==> src/rtl/phy_rx_unstripe_n_pkg.sv <==
// Shared types and default framing symbols for the serial receive front end.
package phy_rx_pkg;

    typedef enum logic [1:0] {
        SEEK   = 2'd0,
        ALIGN  = 2'd1,
        LOCKED = 2'd2
    } rx_state_t;

    localparam logic [7:0] COM_DEFAULT = 8'hBC;
    localparam logic [7:0] IDL_DEFAULT = 8'h7C;

endpackage

==> src/rtl/phy_rx_unstripe_n_if.sv <==
// Serial input and striped lane outputs; slave is the receiver side.
interface phy_rx_unstripe_n_if #(
    parameter int WIDTH = 8,
    parameter int LANES = 4
);
    logic                     in;
    logic [LANES*WIDTH-1:0]   out_lanes;
    logic [LANES-1:0]         valid_out;
    logic                     locked;
    logic                     idle;

    modport master (output in, input out_lanes, valid_out, locked, idle);
    modport slave  (input in, output out_lanes, valid_out, locked, idle);
endinterface

==> src/rtl/phy_rx_unstripe_n_aligner.sv <==
// Bit-level COM hunt, symbol framing and lock tracking for the serial receiver.
module phy_rx_aligner
    import phy_rx_pkg::*;
#(
    parameter int               WIDTH      = 8,
    parameter logic [WIDTH-1:0] COM        = WIDTH'(COM_DEFAULT),
    parameter logic [WIDTH-1:0] IDL        = WIDTH'(IDL_DEFAULT),
    parameter int               LOCK_COUNT = 4,
    parameter int               LOSS_GAP   = 64
) (
    input  logic             clk32f,
    input  logic             reset,
    input  logic             in,
    output logic [WIDTH-1:0] sym,
    output logic             sym_strobe,
    output logic             locked,
    output logic             is_com,
    output logic             is_idl,
    output logic             loss
);
    localparam int BW = (WIDTH > 1) ? $clog2(WIDTH) : 1;
    localparam int CW = $clog2(LOCK_COUNT + 1);
    localparam int GW = $clog2(LOSS_GAP + 1);
    localparam logic [BW-1:0] BIT_LAST = BW'(WIDTH - 1);

    rx_state_t      r_state, w_state_nx;
    logic [WIDTH-1:0] r_sr;
    logic [BW-1:0]  r_bit, w_bit_nx;
    logic [CW-1:0]  r_com_cnt, w_com_cnt_nx;
    logic [GW-1:0]  r_gap, w_gap_nx;
    logic           w_boundary, w_com_match, w_gap_last;

    assign w_boundary  = (r_state == SEEK) || (r_bit == BIT_LAST);
    assign w_com_match = (r_sr == COM);
    assign w_gap_last  = (r_gap == GW'(LOSS_GAP - 1));

    always_ff @(posedge clk32f) begin
        if (!reset) begin
            r_state   <= SEEK;
            r_sr      <= '0;
            r_bit     <= '0;
            r_com_cnt <= '0;
            r_gap     <= '0;
        end else begin
            r_state   <= w_state_nx;
            r_sr      <= {r_sr[WIDTH-2:0], in};
            r_bit     <= w_bit_nx;
            r_com_cnt <= w_com_cnt_nx;
            r_gap     <= w_gap_nx;
        end
    end

    always_comb begin
        w_state_nx   = r_state;
        w_bit_nx     = r_bit;
        w_com_cnt_nx = r_com_cnt;
        w_gap_nx     = r_gap;
        if (r_state != SEEK)
            w_bit_nx = (r_bit == BIT_LAST) ? '0 : r_bit + BW'(1);
        if (w_boundary) begin
            case (r_state)
                SEEK: begin
                    // Phase restarts here so the next boundary lands one symbol later.
                    if (w_com_match) begin
                        w_state_nx   = ALIGN;
                        w_com_cnt_nx = CW'(1);
                        w_bit_nx     = '0;
                    end
                end
                ALIGN: begin
                    if (w_com_match) begin
                        w_com_cnt_nx = r_com_cnt + CW'(1);
                        if (w_com_cnt_nx == CW'(LOCK_COUNT)) begin
                            w_state_nx = LOCKED;
                            w_gap_nx   = '0;
                        end
                    end else begin
                        w_state_nx   = SEEK;
                        w_com_cnt_nx = '0;
                    end
                end
                LOCKED: begin
                    if (w_com_match) begin
                        w_gap_nx = '0;
                    end else if (w_gap_last) begin
                        w_state_nx   = SEEK;
                        w_gap_nx     = '0;
                        w_com_cnt_nx = '0;
                    end else begin
                        w_gap_nx = r_gap + GW'(1);
                    end
                end
                default: w_state_nx = SEEK;
            endcase
        end
    end

    always_comb begin
        sym        = r_sr;
        is_com     = w_com_match;
        is_idl     = (r_sr == IDL);
        locked     = (r_state == LOCKED);
        sym_strobe = w_boundary && (r_state == LOCKED);
        loss       = sym_strobe && !w_com_match && w_gap_last;
    end
endmodule

==> src/rtl/phy_rx_unstripe_n.sv <==
// N-lane serial receiver: aligns on COM and stripes data symbols across lanes.
module phy_rx_unstripe_n
    import phy_rx_pkg::*;
#(
    parameter int               WIDTH      = 8,
    parameter int               LANES      = 4,
    parameter logic [WIDTH-1:0] COM        = WIDTH'(COM_DEFAULT),
    parameter logic [WIDTH-1:0] IDL        = WIDTH'(IDL_DEFAULT),
    parameter int               LOCK_COUNT = 4,
    parameter int               LOSS_GAP   = 64
) (
    input  logic               clk32f,
    input  logic               reset,
    phy_rx_unstripe_n_if.slave bus
);
    localparam int LPW = (LANES > 1) ? $clog2(LANES) : 1;

    logic [WIDTH-1:0]             w_sym;
    logic                         w_strobe, w_locked, w_is_com, w_is_idl, w_loss;
    logic [LANES-1:0][WIDTH-1:0]  r_buf;
    logic [LPW-1:0]               r_lp;
    logic [LANES*WIDTH-1:0]       r_out, w_word;
    logic [LANES-1:0]             r_valid, w_flush_mask;
    logic                         r_idle;

    phy_rx_aligner #(
        .WIDTH      (WIDTH),
        .COM        (COM),
        .IDL        (IDL),
        .LOCK_COUNT (LOCK_COUNT),
        .LOSS_GAP   (LOSS_GAP)
    ) u_aligner (
        .clk32f     (clk32f),
        .reset      (reset),
        .in         (bus.in),
        .sym        (w_sym),
        .sym_strobe (w_strobe),
        .locked     (w_locked),
        .is_com     (w_is_com),
        .is_idl     (w_is_idl),
        .loss       (w_loss)
    );

    // The completing symbol bypasses the buffer, which is only written at the same edge.
    for (genvar g = 0; g < LANES; g++) begin : g_lane
        assign w_word[g*WIDTH +: WIDTH] = (r_lp == LPW'(g)) ? w_sym : r_buf[g];
        assign w_flush_mask[g]          = (LPW'(g) < r_lp);
    end

    always_ff @(posedge clk32f) begin
        if (!reset) begin
            r_buf   <= '0;
            r_lp    <= '0;
            r_out   <= '0;
            r_valid <= '0;
            r_idle  <= 1'b0;
        end else begin
            r_valid <= '0;
            if (w_loss) begin
                r_lp   <= '0;
                r_idle <= 1'b0;
            end else if (w_strobe) begin
                if (w_is_com) begin
                    if (r_lp != '0) begin
                        r_out   <= r_buf;
                        r_valid <= w_flush_mask;
                    end
                    r_lp <= '0;
                end else if (w_is_idl) begin
                    r_idle <= 1'b1;
                end else begin
                    r_idle      <= 1'b0;
                    r_buf[r_lp] <= w_sym;
                    if (r_lp == LPW'(LANES - 1)) begin
                        r_out   <= w_word;
                        r_valid <= '1;
                        r_lp    <= '0;
                    end else begin
                        r_lp <= r_lp + LPW'(1);
                    end
                end
            end
        end
    end

    assign bus.out_lanes = r_out;
    assign bus.valid_out = r_valid;
    assign bus.locked    = w_locked;
    assign bus.idle      = r_idle;
endmodule

==> src/flat_wrapper.sv <==
// flat-port wrapper written by rule: the top's interface ports become plain ports
module phy_rx_unstripe_n_flat import phy_rx_pkg::*;
#(
    parameter int               WIDTH      = 8,
    parameter int               LANES      = 4,
    parameter logic [WIDTH-1:0] COM        = WIDTH'(COM_DEFAULT),
    parameter logic [WIDTH-1:0] IDL        = WIDTH'(IDL_DEFAULT),
    parameter int               LOCK_COUNT = 4,
    parameter int               LOSS_GAP   = 64
)
  (clk32f, reset, bus_in, bus_out_lanes, bus_valid_out, bus_locked, bus_idle);
  phy_rx_unstripe_n_if #(.WIDTH(WIDTH), .LANES(LANES)) bus_i ();
  input  logic clk32f;
  input  logic reset;
  input wire logic [$bits(bus_i.in)-1:0] bus_in;
  output wire logic [$bits(bus_i.out_lanes)-1:0] bus_out_lanes;
  output wire logic [$bits(bus_i.valid_out)-1:0] bus_valid_out;
  output wire logic [$bits(bus_i.locked)-1:0] bus_locked;
  output wire logic [$bits(bus_i.idle)-1:0] bus_idle;
  assign bus_i.in = bus_in;
  assign bus_out_lanes = bus_i.out_lanes;
  assign bus_valid_out = bus_i.valid_out;
  assign bus_locked = bus_i.locked;
  assign bus_idle = bus_i.idle;
  phy_rx_unstripe_n #(.WIDTH(WIDTH), .LANES(LANES), .COM(COM), .IDL(IDL), .LOCK_COUNT(LOCK_COUNT), .LOSS_GAP(LOSS_GAP)) u_core (.clk32f(clk32f), .reset(reset), .bus(bus_i));
endmodule
==> config.mk <==
export PLATFORM = sky130hd
export DESIGN_NAME = phy_rx_unstripe_n_flat
export DESIGN_NICKNAME = d
export VERILOG_FILES = /design/src/rtl/phy_rx_unstripe_n_pkg.sv /design/src/rtl/phy_rx_unstripe_n_if.sv /design/src/rtl/phy_rx_unstripe_n_aligner.sv /design/src/rtl/phy_rx_unstripe_n.sv /design/src/flat_wrapper.sv
export SDC_FILE = /design/constraint.sdc
export NUM_CORES = 1
export LEC_CHECK = 0
export BUFFER_PORTS_ARGS = -buffer_cell sky130_fd_sc_hd__buf_4
export CAP_MARGIN = 15
export CORE_MARGIN = 1
export CORE_UTILIZATION = 30
export DETAILED_ROUTE_END_ITERATION = 10
export PLACE_DENSITY = 0.44
export SLEW_MARGIN = 20
export SYNTH_ARGS = -nofsm -noshare
export SYNTH_HDL_FRONTEND = slang
export SYNTH_SLANG_ARGS = --single-unit
==> constraint.sdc <==
create_clock -name clk32f -period 2.5 [get_ports clk32f]
set_clock_uncertainty 0.1 [all_clocks]
set_input_delay 0.25 -clock clk32f [delete_from_list [all_inputs] [get_ports clk32f]]
set_output_delay 0.25 -clock clk32f [all_outputs]
set_load 0.1 [all_outputs]
[Yosys cells after proc, flatten, opt, wreduce, memory -nomap -nowiden]
Cells that the tools add are included.
Operators by class
  add/sub/neg operators: 4
  $lt $le $gt $ge: 6
  equality and inequality tests: 18
  multiplexer cells: 39
  bitwise operators: 5
  reductions and logical operators: 22
Operators with widths (number)
  32-bit two-way mux: 4
  32-bit bitwise mux: 1
  8-bit two-way mux: 4
  7-bit two-way mux: 4
  3-bit two-way mux: 9
  8-bit demux with 2-bit select: 1
  2-bit two-way mux: 8
  4-bit two-way mux: 4
  5-bit AND reduction: 3
  7-bit one-hot mux with 2 select lines: 1
  3-bit one-hot mux with 3 select lines: 1
  8-bit by 7-bit == test with 1-bit output, second input constant: 1
  8-bit == test, second input constant: 1
  2-bit != test, second input constant: 4
  4-bit AND reduction: 2
  2-bit nonzero test: 4
  7-bit by 1-bit adder with 7-bit output, second input constant: 1
  7-bit by 6-bit == test with 1-bit output, second input constant: 1
  3-bit by 1-bit adder with 3-bit output, second input constant: 2
  2-bit == test, second input constant: 3
  3-bit == test, second input constant: 2
  2-bit by 1-bit != test with 1-bit output, second input constant: 3
  2-bit one-hot mux with 3 select lines: 1
  1-bit inverter: 5
  other kinds (16): 24
Word-level totals
  bits in registers: 94
  bits of input ports: 3
  output and inout port bits: 38

[Logic depth before layout (Yosys ltp)]
  depth in word-level cells: 7
  mapped depth: 10

[Modules after synthesis]
From an unflattened synthesis, not the netlist that was laid out.
Unflattened totals
  cells, all modules: 442
  area, all modules: 4255.3 µm²
By module, submodules not included
  phy_rx_unstripe_n: times used 1, cells each 310, area each 3052.9 µm², seq. area each 1421.4 µm²
  phy_rx_aligner: times used 1, cells each 132, area each 1202.4 µm², seq. area each 460.4 µm²

[Worst setup path before layout]
OpenSTA, ideal clock, no wires.
  path type: reg-to-reg
  start: register u_core.u_aligner.r_state[0]
  end: register u_core.r_out[18], in the netlist u_core.bus.out_lanes[18]
  arrival time: 2.679 ns
  setup slack: -0.365 ns
  stages on the path, launching flop included: 8
  buffers on the path: 1
  period minus slack after synthesis: 2.865 ns
  cell sequence: dfxtp_1 -> inv_1 -> ha_1 -> o21ai_0 -> nor3_4 -> buf_2 -> nor3_1 -> a211oi_1
RTL lines
  from (decl): RTL line phy_rx_unstripe_n_aligner.sv:26  | rx_state_t r_state, w_state_nx;
  from (signal assigned): RTL line phy_rx_unstripe_n_aligner.sv:45  | r_state <= w_state_nx;
  2-bit == test *
  net bus_locked: RTL line flat_wrapper.sv:18  | output wire logic [$bits(bus_i.locked)-1:0] bus_locked;
  1-bit logical AND *: RTL line phy_rx_unstripe_n_aligner.sv:103  | sym_strobe = w_boundary && (r_state == LOCKED);
  1-bit logical AND (2 in series): RTL line phy_rx_unstripe_n_aligner.sv:104  | loss = sym_strobe && !w_com_match && w_gap_last;
  1-bit inverter (no source line)
  5-bit AND reduction (no source line) *
  to (signal assigned): RTL line phy_rx_unstripe_n.sv:65  | r_out <= r_buf;
  to (signal assigned): RTL line phy_rx_unstripe_n.sv:75  | r_out <= w_word;
  to (decl): RTL line phy_rx_unstripe_n.sv:22  | logic [LANES*WIDTH-1:0] r_out, w_word;
The timed path passes the listed nets; every way through them passes the cells marked *.
A chain may end at the register's enable or synchronous reset.

[Worst setup path in the final report]
  start: register u_core.u_aligner.r_gap[0]
  end: register u_core.r_out[31], in the netlist u_core.bus.out_lanes[31]
On the way
  longest elaborated chain between the ends: 4
Ends and longest elaborated chain
  from (decl): RTL line phy_rx_unstripe_n_aligner.sv:30  | logic [GW-1:0] r_gap, w_gap_nx;
  from (signal assigned): RTL line phy_rx_unstripe_n_aligner.sv:49  | r_gap <= w_gap_nx;
  7-bit by 6-bit == test with 1-bit output: RTL line phy_rx_unstripe_n_aligner.sv:35  | assign w_gap_last = (r_gap == GW'(LOSS_GAP - 1));
  1-bit logical AND: RTL line phy_rx_unstripe_n_aligner.sv:104
  1-bit inverter (no source line)
  5-bit AND reduction (no source line)
No other way between the ends.

==> flow_results.org <==
** Outcome
- Result of the run :: completed

** Floorplanning
- Core box area :: 13,900 um^2
- In this run the horizontal extent of the chip is 121 um.
- The die covers 14,700 um^2.
- Die Height :: 121 um
- The floorplan has 43 rows.
- The initial utilization of the core area, before any placement, comes to 0.307.
- 41 I/O pins were placed.

** Timing
- Hold timing on the final database bottoms out at a slack of 12.4 ps.
- The count of final max-slew check failures is 0.
- Maximum achievable frequency :: 0.444 GHz
- Transition at the pin with the smallest max-transition slack :: 550 ps
- The hold violation count in the final report is 0.
- Setup tns final :: 0 ps
- Setup violations remaining at the end of the flow were counted as 0.
- Final worst path period need :: 2250 ps
- Final cycle utilization of the critical path :: 0.900
- Setup repair after global routing missed its margin :: false
- Measured against its own limit, the worst slew margin works out to 0.630.

** Critical path
- Reg-to-reg critical path startpoint :: u_core.u_aligner.r_gap[0]
- Kind of critical path :: reg -> reg
- Setup crit start kind :: register
- The worst register-to-register path ends at u_core.bus.out_lanes[31].
- CP required :: 2680 ps
- Cell depth of the worst flop-to-flop path :: 7
- Data on the critical path arrives at its endpoint at 2430 ps.
- Worst reg2reg setup slack :: 250 ps
- CP Capture Type :: register
- Highest net fanout along the worst path :: 33

** Clock network
- CTS tree :: built
- CTS clk-pin slew, worst paths :: 70 ps
- The tree is rooted in a sky130_fd_sc_hd__clkbuf_16.
- Htree depth :: 3
- Hold_buf cts :: 0
- Counting every sink on the clock net gives 94.
- Buffers inserted during clock tree synthesis total 9.
- Skew-Pair Late Insertion Delay :: 350 ps
- The longest clock path from root to sink contains 2 buffers.
- Post-CTS timing repair inserted 0 buffers for setup.
- After clock tree synthesis, the repair step resized 0 gates.

** Global routing
- Pin count of the biggest net entering global routing :: 42
- In the global route stage, overall resource usage came out at 0.159.
- The total overflow left after global routing is 0.
- Wire length of the first global-routing pass :: 17.8 mm
- The via count of the first global-routing pass is 3,347.
- Number of antenna violations at the first check in global routing :: 0

** Synthesis
- Number of distinct library cells after synthesis :: 55
- In the synthesized netlist the dominant register cell turns out to be sky130_fd_sc_hd__dfxtp_1.
- sky130_fd_sc_hd__dfxtp_1 takes more of the synthesized area than any other cell.
- Share of the synthesized area in the top cell type :: 0.442
- Syn avg cell area :: 9.20 um^2
- After technology mapping, the gate count stands at 463.
- Yosys warning total :: 0
- Post-synthesis instance area :: 4260 um^2
- Number of enable flip-flop cells after synthesis :: 0
- Counting flops and latches in the post-synthesis netlist gives 94.
- The share of the Yosys chip area taken by registers is 0.442.
- In the synthesized netlist the async set-or-reset flop fraction comes to 0.
- Area contributors post-synth :: sky130_fd_sc_hd__dfxtp_1, sky130_fd_sc_hd__mux2i_1, sky130_fd_sc_hd__ha_1, sky130_fd_sc_hd__nand2_1, sky130_fd_sc_hd__a21oi_1
- Mapped Nets :: 480

** Routing
- Number of nets with antenna violations after routing :: 0
- Initial detailed-routing violation count :: 174
- Routed wire length :: 11.0 mm
- Via density per instance :: 5.07
- Residual DRC :: 0
- Number of detailed-route iterations in the first pass :: 4
- Average wire length per cell after detail routing :: 16.0 um
- The detailed router placed 3,489 vias in this run.

** Cells and area
- At the end of the flow the core is filled with cells to 0.369.
- Leaving out fill and tap cells, the most frequent cell in the layout is sky130_fd_sc_hd__dfxtp_1.
- In the final layout, the share of cells above drive strength 1 is 0.187.
- Total number of nets in the final design :: 520
- From synthesis to final layout, the design area changed by 20.3%.
- Finished Layout Cells :: 688
- Diodes inserted :: 0
- Top library cells by usage in the layout, fill and taps aside :: sky130_fd_sc_hd__dfxtp_1, sky130_fd_sc_hd__buf_4, sky130_fd_sc_hd__mux2i_1
- Layout Cell Area excl Fill :: 5120 um^2

** Placed design
- Total half-perimeter wirelength after legalization and detailed placement :: 7.64 mm
- The placed instances occupy a cell area of 4820 um^2.
- Inst Count DP :: 672
- Routability-driven placement congestion ratio :: 0.752
- Port buffering added 40 buffers.

** Hold path
- The worst hold path was traced through 2 stages.
- The worst hold path terminates at u_core.u_aligner.sym[0].
- The worst hold path belongs to the class in -> reg.
- Beginning of the worst hold path :: bus_in

** Power
- The worst-case IR drop observed on VDD is 284 uV.
- Dividing total power by cell area gives a power density of 577 nW/um^2.
- Summed over all cells, the static leakage comes to 2.16 nW.

** Run
- Max-cap violations in this run came to 0.
synthesized netlist by cell type, types with 2 or more instances:
library cell	number
sky130_fd_sc_hd__o21a_1	3
sky130_fd_sc_hd__a21oi_1	32
sky130_fd_sc_hd__nor3_1	25
sky130_fd_sc_hd__mux2i_1	45
sky130_fd_sc_hd__buf_2	12
sky130_fd_sc_hd__and3_1	2
sky130_fd_sc_hd__ha_1	14
sky130_fd_sc_hd__nand2_1	43
sky130_fd_sc_hd__nand2b_1	2
sky130_fd_sc_hd__a31oi_1	2
sky130_fd_sc_hd__o41ai_1	2
sky130_fd_sc_hd__inv_1	8
sky130_fd_sc_hd__and2_1	10
sky130_fd_sc_hd__o22ai_1	3
sky130_fd_sc_hd__buf_6	3
sky130_fd_sc_hd__nand3_1	13
sky130_fd_sc_hd__nor2b_1	3
sky130_fd_sc_hd__nand4_1	8
sky130_fd_sc_hd__a211oi_1	21
sky130_fd_sc_hd__or3_1	6
sky130_fd_sc_hd__o21ai_0	15
sky130_fd_sc_hd__nand4_2	4
sky130_fd_sc_hd__clkbuf_1	19
sky130_fd_sc_hd__nor2_1	32
sky130_fd_sc_hd__a22oi_1	3
sky130_fd_sc_hd__o211ai_1	6
sky130_fd_sc_hd__xor2_1	2
sky130_fd_sc_hd__o31ai_1	5
sky130_fd_sc_hd__dfxtp_1	94
routing by layer:
layer / GRT usage / vias up / part of all wire
met2: 0.248 / 48 / 0.46
met1: 0.215 / 1680 / 0.50
li1: - / 1746 / -
met4: 0.0725 / 0 / 0.021
met5: 0 / - / 0
met3: 0.0258 / 15 / 0.025
worst max-delay path by stage:
stage / startpoint / endpoint / slack (ps) / depth (start not counted)
2_1_floorplan: u_core.u_aligner.r_state[0] / u_core.bus.out_lanes[10] / 40 / 9
3_3_place_gp: u_core.u_aligner.r_gap[0] / u_core.bus.out_lanes[31] / 160 / 7
3_5_place_dp: u_core.u_aligner.r_gap[0] / u_core.bus.out_lanes[31] / 110 / 7
4_1_cts: u_core.u_aligner.r_gap[0] / u_core.bus.out_lanes[31] / 100 / 7
5_1_grt: u_core.u_aligner.r_state[0] / u_core.bus.out_lanes[15] / 40 / 7
6_report: u_core.u_aligner.r_gap[0] / u_core.bus.out_lanes[31] / 250 / 7
power by group:
group | internal [W] | total (W) | switching [W]
Clock | 0.000785 | 0.00140 | 0.000615
Sequential | 0.00150 | 0.00150 | 0.00000166
Combinational | 0.0000159 | 0.0000567 | 0.0000408
flip-flops by register name, summed over array words and instances (netlist names):
signal / count
u_core.u_aligner.r_gap: 7
u_core.u_aligner.r_bit: 3
u_core.r_buf: 32
u_core.bus.valid_out: 4
u_core.bus.idle: 1
u_core.u_aligner.r_com_cnt: 3
u_core.u_aligner.sym: 8
u_core.u_aligner.r_state: 2
u_core.r_lp: 2
u_core.bus.out_lanes: 32
logic make-up after synthesis:
family,count (synthesis),share of synthesized area
buffers and inverters,43,0.0476
DFF,94,0.442
adders and majority gates,14,0.0411
muxes,45,0.106
AOI/OAI and AO/OA,101,0.152
xor gates and xnor gates,2,0.00411
and+or+nand+nor,164,0.207
final cells by class:
class | count | area (um^2)
clock inverters | 6 | 70.1
fillers | 1455 | 8760
flip-flops and latches | 94 | 1880
inverters | 8 | 30.0
well taps | 180 | 225
clock buffers | 10 | 229
repair buffers | 64 | 505
multi-input cells | 326 | 2180
worst max-delay path: stages (launching register included):
cell                      delay [ps]
sky130_fd_sc_hd__dfxtp_1         370
sky130_fd_sc_hd__ha_1            210
sky130_fd_sc_hd__nand3_2         120
sky130_fd_sc_hd__or3_4           460
sky130_fd_sc_hd__and4_1          220
sky130_fd_sc_hd__buf_4           250
sky130_fd_sc_hd__nor2_4          250
sky130_fd_sc_hd__mux2i_1         190
per-stage QoR:
stage                     power (W)  setup slack, ps
after floorplan             0.00157             43.5
after global placement      0.00159              157
after detailed placement    0.00159              109
after CTS                   0.00300              101
after global routing        0.00306             40.0
final                       0.00296              249
Power figures use the tool's default switching activity.
